File: src/rtl/rv32_fetch_stage.sv
// rv32_fetch_stage: PC holder and instruction-memory request issuer feeding decode.
// Ports: clk, reset (sync, active-high), stop, stall, branch_taken, branch_target,
//   fetch_decode_buff {pc, generate_nop}, instr_req, instr_addr, instr_ready,
//   perf_fetched, perf_bubbles (live only with `define RV32_FETCH_PERF_EN).

package rv32_pkg;
  typedef logic [31:0] rv32_word;
  typedef struct packed {
    rv32_word pc;
    logic     generate_nop;
  } fetch_decode_buffer_t;
endpackage

module rv32_fetch_stage
  import rv32_pkg::*;
#(
  parameter rv32_word RESET_PC = 32'h0000_0000
) (
  input  logic                 clk,
  input  logic                 reset,
  input  logic                 stop,
  input  logic                 stall,
  input  logic                 branch_taken,
  input  rv32_word             branch_target,
  output fetch_decode_buffer_t fetch_decode_buff,
  output logic                 instr_req,
  output rv32_word             instr_addr,
  input  logic                 instr_ready,
  output rv32_word             perf_fetched,
  output rv32_word             perf_bubbles
);

  typedef enum logic [1:0] {
    S_BOOT,
    S_RUN,
    S_WAIT
  } state_t;

  state_t               state_q, state_d;
  rv32_word             pc_q, pc_d;
  fetch_decode_buffer_t buff_q, buff_d;
  logic                 hold;
  logic                 accept;
  logic                 refuse;

  // A redirect overrides a decode stall; stop overrides everything.
  assign hold = stop | (stall & ~branch_taken);

  always_comb begin
    state_d    = state_q;
    pc_d       = pc_q;
    buff_d     = buff_q;
    instr_req  = 1'b0;
    instr_addr = pc_q;
    accept     = 1'b0;
    refuse     = 1'b0;
    unique case (state_q)
      S_BOOT: begin
        if (!stop) state_d = S_RUN;
      end
      S_RUN, S_WAIT: begin
        instr_req = 1'b1;
        if (stop)
          instr_addr = buff_q.pc;
        else if (branch_taken)
          instr_addr = branch_target;
        else if (stall)
          instr_addr = buff_q.pc;
        else
          instr_addr = pc_q;
        accept = instr_ready & ~hold;
        refuse = ~instr_ready & ~hold;
        if (accept) begin
          buff_d.pc           = instr_addr;
          buff_d.generate_nop = 1'b0;
          pc_d                = instr_addr + 32'd4;
          state_d             = S_RUN;
        end else if (refuse) begin
          // Keep the refused address (possibly a branch target) for retry.
          buff_d.pc           = instr_addr;
          buff_d.generate_nop = 1'b1;
          pc_d                = instr_addr;
          state_d             = S_WAIT;
        end
      end
      default: state_d = S_BOOT;
    endcase
  end

  always_ff @(posedge clk) begin
    if (reset) begin
      state_q             <= S_BOOT;
      pc_q                <= RESET_PC;
      buff_q.pc           <= '0;
      buff_q.generate_nop <= 1'b1;
    end else begin
      state_q <= state_d;
      pc_q    <= pc_d;
      buff_q  <= buff_d;
    end
  end

  assign fetch_decode_buff = buff_q;

`ifdef RV32_FETCH_PERF_EN
  rv32_word fetched_q;
  rv32_word bubbles_q;

  always_ff @(posedge clk) begin
    if (reset) begin
      fetched_q <= '0;
      bubbles_q <= '0;
    end else begin
      if (accept) fetched_q <= fetched_q + 32'd1;
      if (refuse) bubbles_q <= bubbles_q + 32'd1;
    end
  end

  assign perf_fetched = fetched_q;
  assign perf_bubbles = bubbles_q;
`else
  assign perf_fetched = 32'h0;
  assign perf_bubbles = 32'h0;
`endif

endmodule

File: config.mk
export PLATFORM = sky130hd
export DESIGN_NAME = rv32_fetch_stage
export DESIGN_NICKNAME = d
export VERILOG_FILES = /design/src/rtl/rv32_fetch_stage.sv
export SDC_FILE = /design/constraint.sdc
export NUM_CORES = 1
export LEC_CHECK = 0
export ABC_AREA = 1
export CAP_MARGIN = 20
export CORE_MARGIN = 5
export CORE_UTILIZATION = 30
export CTS_CLUSTER_DIAMETER = 150
export DETAILED_ROUTE_END_ITERATION = 10
export HOLD_SLACK_MARGIN = 0.05
export PLACE_DENSITY_LB_ADDON = 0.2
export SLEW_MARGIN = 20
export SYNTH_ARGS = -nofsm -noshare
export SYNTH_HDL_FRONTEND = slang
export SYNTH_SLANG_ARGS = --single-unit
File: constraint.sdc
create_clock -name clk -period 3 [get_ports clk]
set_input_delay 0.45 -clock clk [delete_from_list [all_inputs] [get_ports clk]]
set_output_delay 0.45 -clock clk [all_outputs]
set_load 0.05 [all_outputs]
==> out/metrics.csv <==
metric,value,unit
initial core utilization,0.3075,
total gr overflow,0,
final cell count without fillers,1170,
worst r2r src,state_q[1],
largest net degree at the start of global routing,60,
die width,138.1,um
H-tree lvl count,3,
maximum vdd drop,0.2892,mV
Crit path required time,2.55,ns
final slew viol count,0,
Mean Syn Cell Area,6.044,sq um
Final HPWL DP,12010,um
Vias/cell,4.459,
# rows,46,
TritonCTS buffer count,9,
DR iter-0 viols,336,
Setup CP Type,input pin to output pin,
hold endpoint,fetch_decode_buff[0],
# setup viols final,0,
routed via count,5217,
"flops & latches, synth",65,
Core Box Area,16000,sq um
P_leak,3.153,nW
worst-margin pin slew,0.6003,ns
f_max,0.3488,GHz
PortBufs,103,
hold crit path type,flip-flop to flip-flop,
"Reg clk slew, reported paths",0.05,ns
hold_sp,fetch_decode_buff[0],
clk_lat worst skew,0.34,ns
num ports,168,
Final Hold Vio Count,0,
Power Dens Cells,580.7,nW/um^2
hold path depth,2,
Tcrit/Tclk final,0.9556,
Syn Inst Count,814,
clock sink count,65,
final standard cell area without fillers,6887,sq um
ranking of synthesized cells by area,"dfxtp_1 (26%), nand2_1 (14%), buf_4 (10%)",
setup_tns,0,ns
CP arrival,2.42,ns
"worst slack, placed",-0.06957,ns
"FFs w/ async S/R, synth",0,
Setup Skew,0.004284,ns
Placer Congestion,0.8442,
routed wire length per instance,13.71,um
Flop pwr share,0.254,
"Seq/Total Area, Yosys",0.2645,
path depth of the worst reg2reg path,9,
CTS tree,built,
Syn. warnings,0,
synth unique cells,38,
r2r endpoint,pc_q[11],
RSZ-0062 raised after global routing,no,
cell taking the most area after synthesis,dfxtp_1,
ANT cells,0,
most frequent cells in the layout,"nand2_1 (176), nor2_1 (123), inv_1 (91), clkdlybuf4s50_1 (70), dfxtp_1 (65)",
Final WS setup,0.1332,ns
GRT Resource Usage Total,0.1648,
placed inst area,6564,sq um
clock root cell,clkbuf_16,
vias in the first global route,4854,
Int Power,2.272,mW
Yosys top cell area share,0.2645,
Remaining DRCs,0,
"Top FF cell, synth",dfxtp_1,
layout cells sized above 1,0.1730,
initial antenna violation count,0,
Area Overhead vs Synth,39.98,%
max_slew headroom,0.5998,
final critical-path required period,2.867,ns
nets@finish,993,
CTS Buffer Depth,2,
status,"finished, final reports clean",
"most common cell after layout, fill and taps aside",nand2_1,
Antenna Violating Nets Remaining,0,
P_sw,1.727,mW
CP Max Fanout,10,
Syn Std Cell Area,4920,sq um
first-pass GRT wire length,25760,um
die area,19060,sq um
critical path startpoint category,input pin,
Logic pwr share,0.498,
Post-synth EDFFs,0,
final total power,3.999,mW
First-pass DRT Iterations,5,
Clock Power Share,0.248,
Sw Ratio,0.4319,
CP Capture Type,output pin,
max_cap viols,0,
Chip Height,138.1,um
R2R setup slack,0.77,ns
Placed Instances,1155,
final WL,16050,um
-- sequential cells by signal, indices dropped and copies added, names as in the netlist --
register / flops
state_q: 2
fetch_decode_buff: 31
pc_q: 32
-- cell type report --
class,instances,area (sq um)
Fill cell,1650,9114
Inverter,97,365.4
Multi-Input combinational cell,615,2865
Tap cell,216,270.3
Sequential cell,65,1301
Clock buffer,13,270.3
Timing Repair Buffer,164,1814
-- worst max path at each step --
stage	start	slack, ns	end
6_report	stop	0.13	instr_addr[26]
4_1_cts	branch_taken	0.006	instr_addr[5]
3_3_place_gp	stop	-0.05	pc_q[31]
2_1_floorplan	state_q[0]	-0.14	instr_addr[24]
5_1_grt	branch_taken	0.04	pc_q[30]
3_5_place_dp	stop	-0.07	pc_q[31]
-- power groups by stage --
| stage | sequential [mW] | combinational (mW) | clock (mW) |
|---|---|---|---|
| after floorplan | 1.19 | 1.10 | 0 |
| after global placement | 1.03 | 1.98 | 0 |
| after detailed placement | 1.03 | 1.97 | 0 |
| after CTS | 1.02 | 1.98 | 1.02 |
| after global routing | 1.03 | 2.13 | 1.05 |
| final | 1.02 | 1.99 | 0.991 |
-- metrics by stage --
| step | util | hold WS [ns] |
|---|---|---|
| final | 0.4304 | 0.4639 |
| after detailed placement | 0.4102 | 0.4525 |
| after global routing | 0.4304 | 0.5010 |
| after floorplan | - | 0.4588 |
| after CTS | 0.4273 | 0.4649 |
| after global placement | 0.4102 | 0.4507 |
-- layer usage --
metal  part of all wire  vias up  GRT usage  wire (um)
met5                  0        -          0          0
li1                   -     2719          -          -
met3              0.052       18    0.03172        833
met1               0.51     2338     0.2360       8150
met4              0.017        0    0.06084        278
met2               0.42      142     0.2454       6784
-- worst max-delay path, cell delays in order --
cell,delay (ns)
clkdlybuf4s50_1,0.45
inv_2,0.08
buf_4,0.18
nand2_2,0.10
nand2_2,0.13
buf_4,0.16
buf_4,0.17
nor2_1,0.05
nor2_1,0.21
nand2_1,0.07
o21ai_0,0.16
buf_12,0.19
-- synthesized netlist by cell type (2+ instances only) --
| master | instances |
|---|---|
| o22ai_1 | 3 |
| inv_2 | 3 |
| buf_4 | 68 |
| o221ai_1 | 2 |
| a211oi_1 | 3 |
| buf_2 | 5 |
| nor2_1 | 126 |
| xor2_1 | 2 |
| or2_2 | 19 |
| buf_1 | 5 |
| nor2_4 | 4 |
| o211ai_1 | 13 |
| nor2_2 | 17 |
| buf_6 | 3 |
| clkbuf_1 | 19 |
| nand4_1 | 7 |
| dfxtp_1 | 65 |
| inv_1 | 92 |
| o21ai_0 | 73 |
| ha_1 | 3 |
| nand2_1 | 177 |
| nand3_1 | 42 |
| nor3_1 | 9 |
| nand3_2 | 3 |
| nand3b_1 | 6 |
| nand2_2 | 4 |
| a21oi_1 | 30 |
-- logic make-up after synthesis --
logic type / synth area share
flip-flops: 0.2645
XOR/XNOR: 0.005342
AO/OA/AOI/OAI: 0.1424
AND/OR/NAND/NOR: 0.3711
other: 0.0007622
adder cells (fa/ha/maj): 0.007631
buffers and inverters: 0.2083
-- repair_timing --
item / in CTS / in global routing
endpoints found under the setup margin: 4 / 18
buffers inserted: 0 / 2
pin swaps: 0 / 2
hold buffers: 0 / 0
gates resized for setup: 1 / 14
Power figures use the tool's default switching activity.
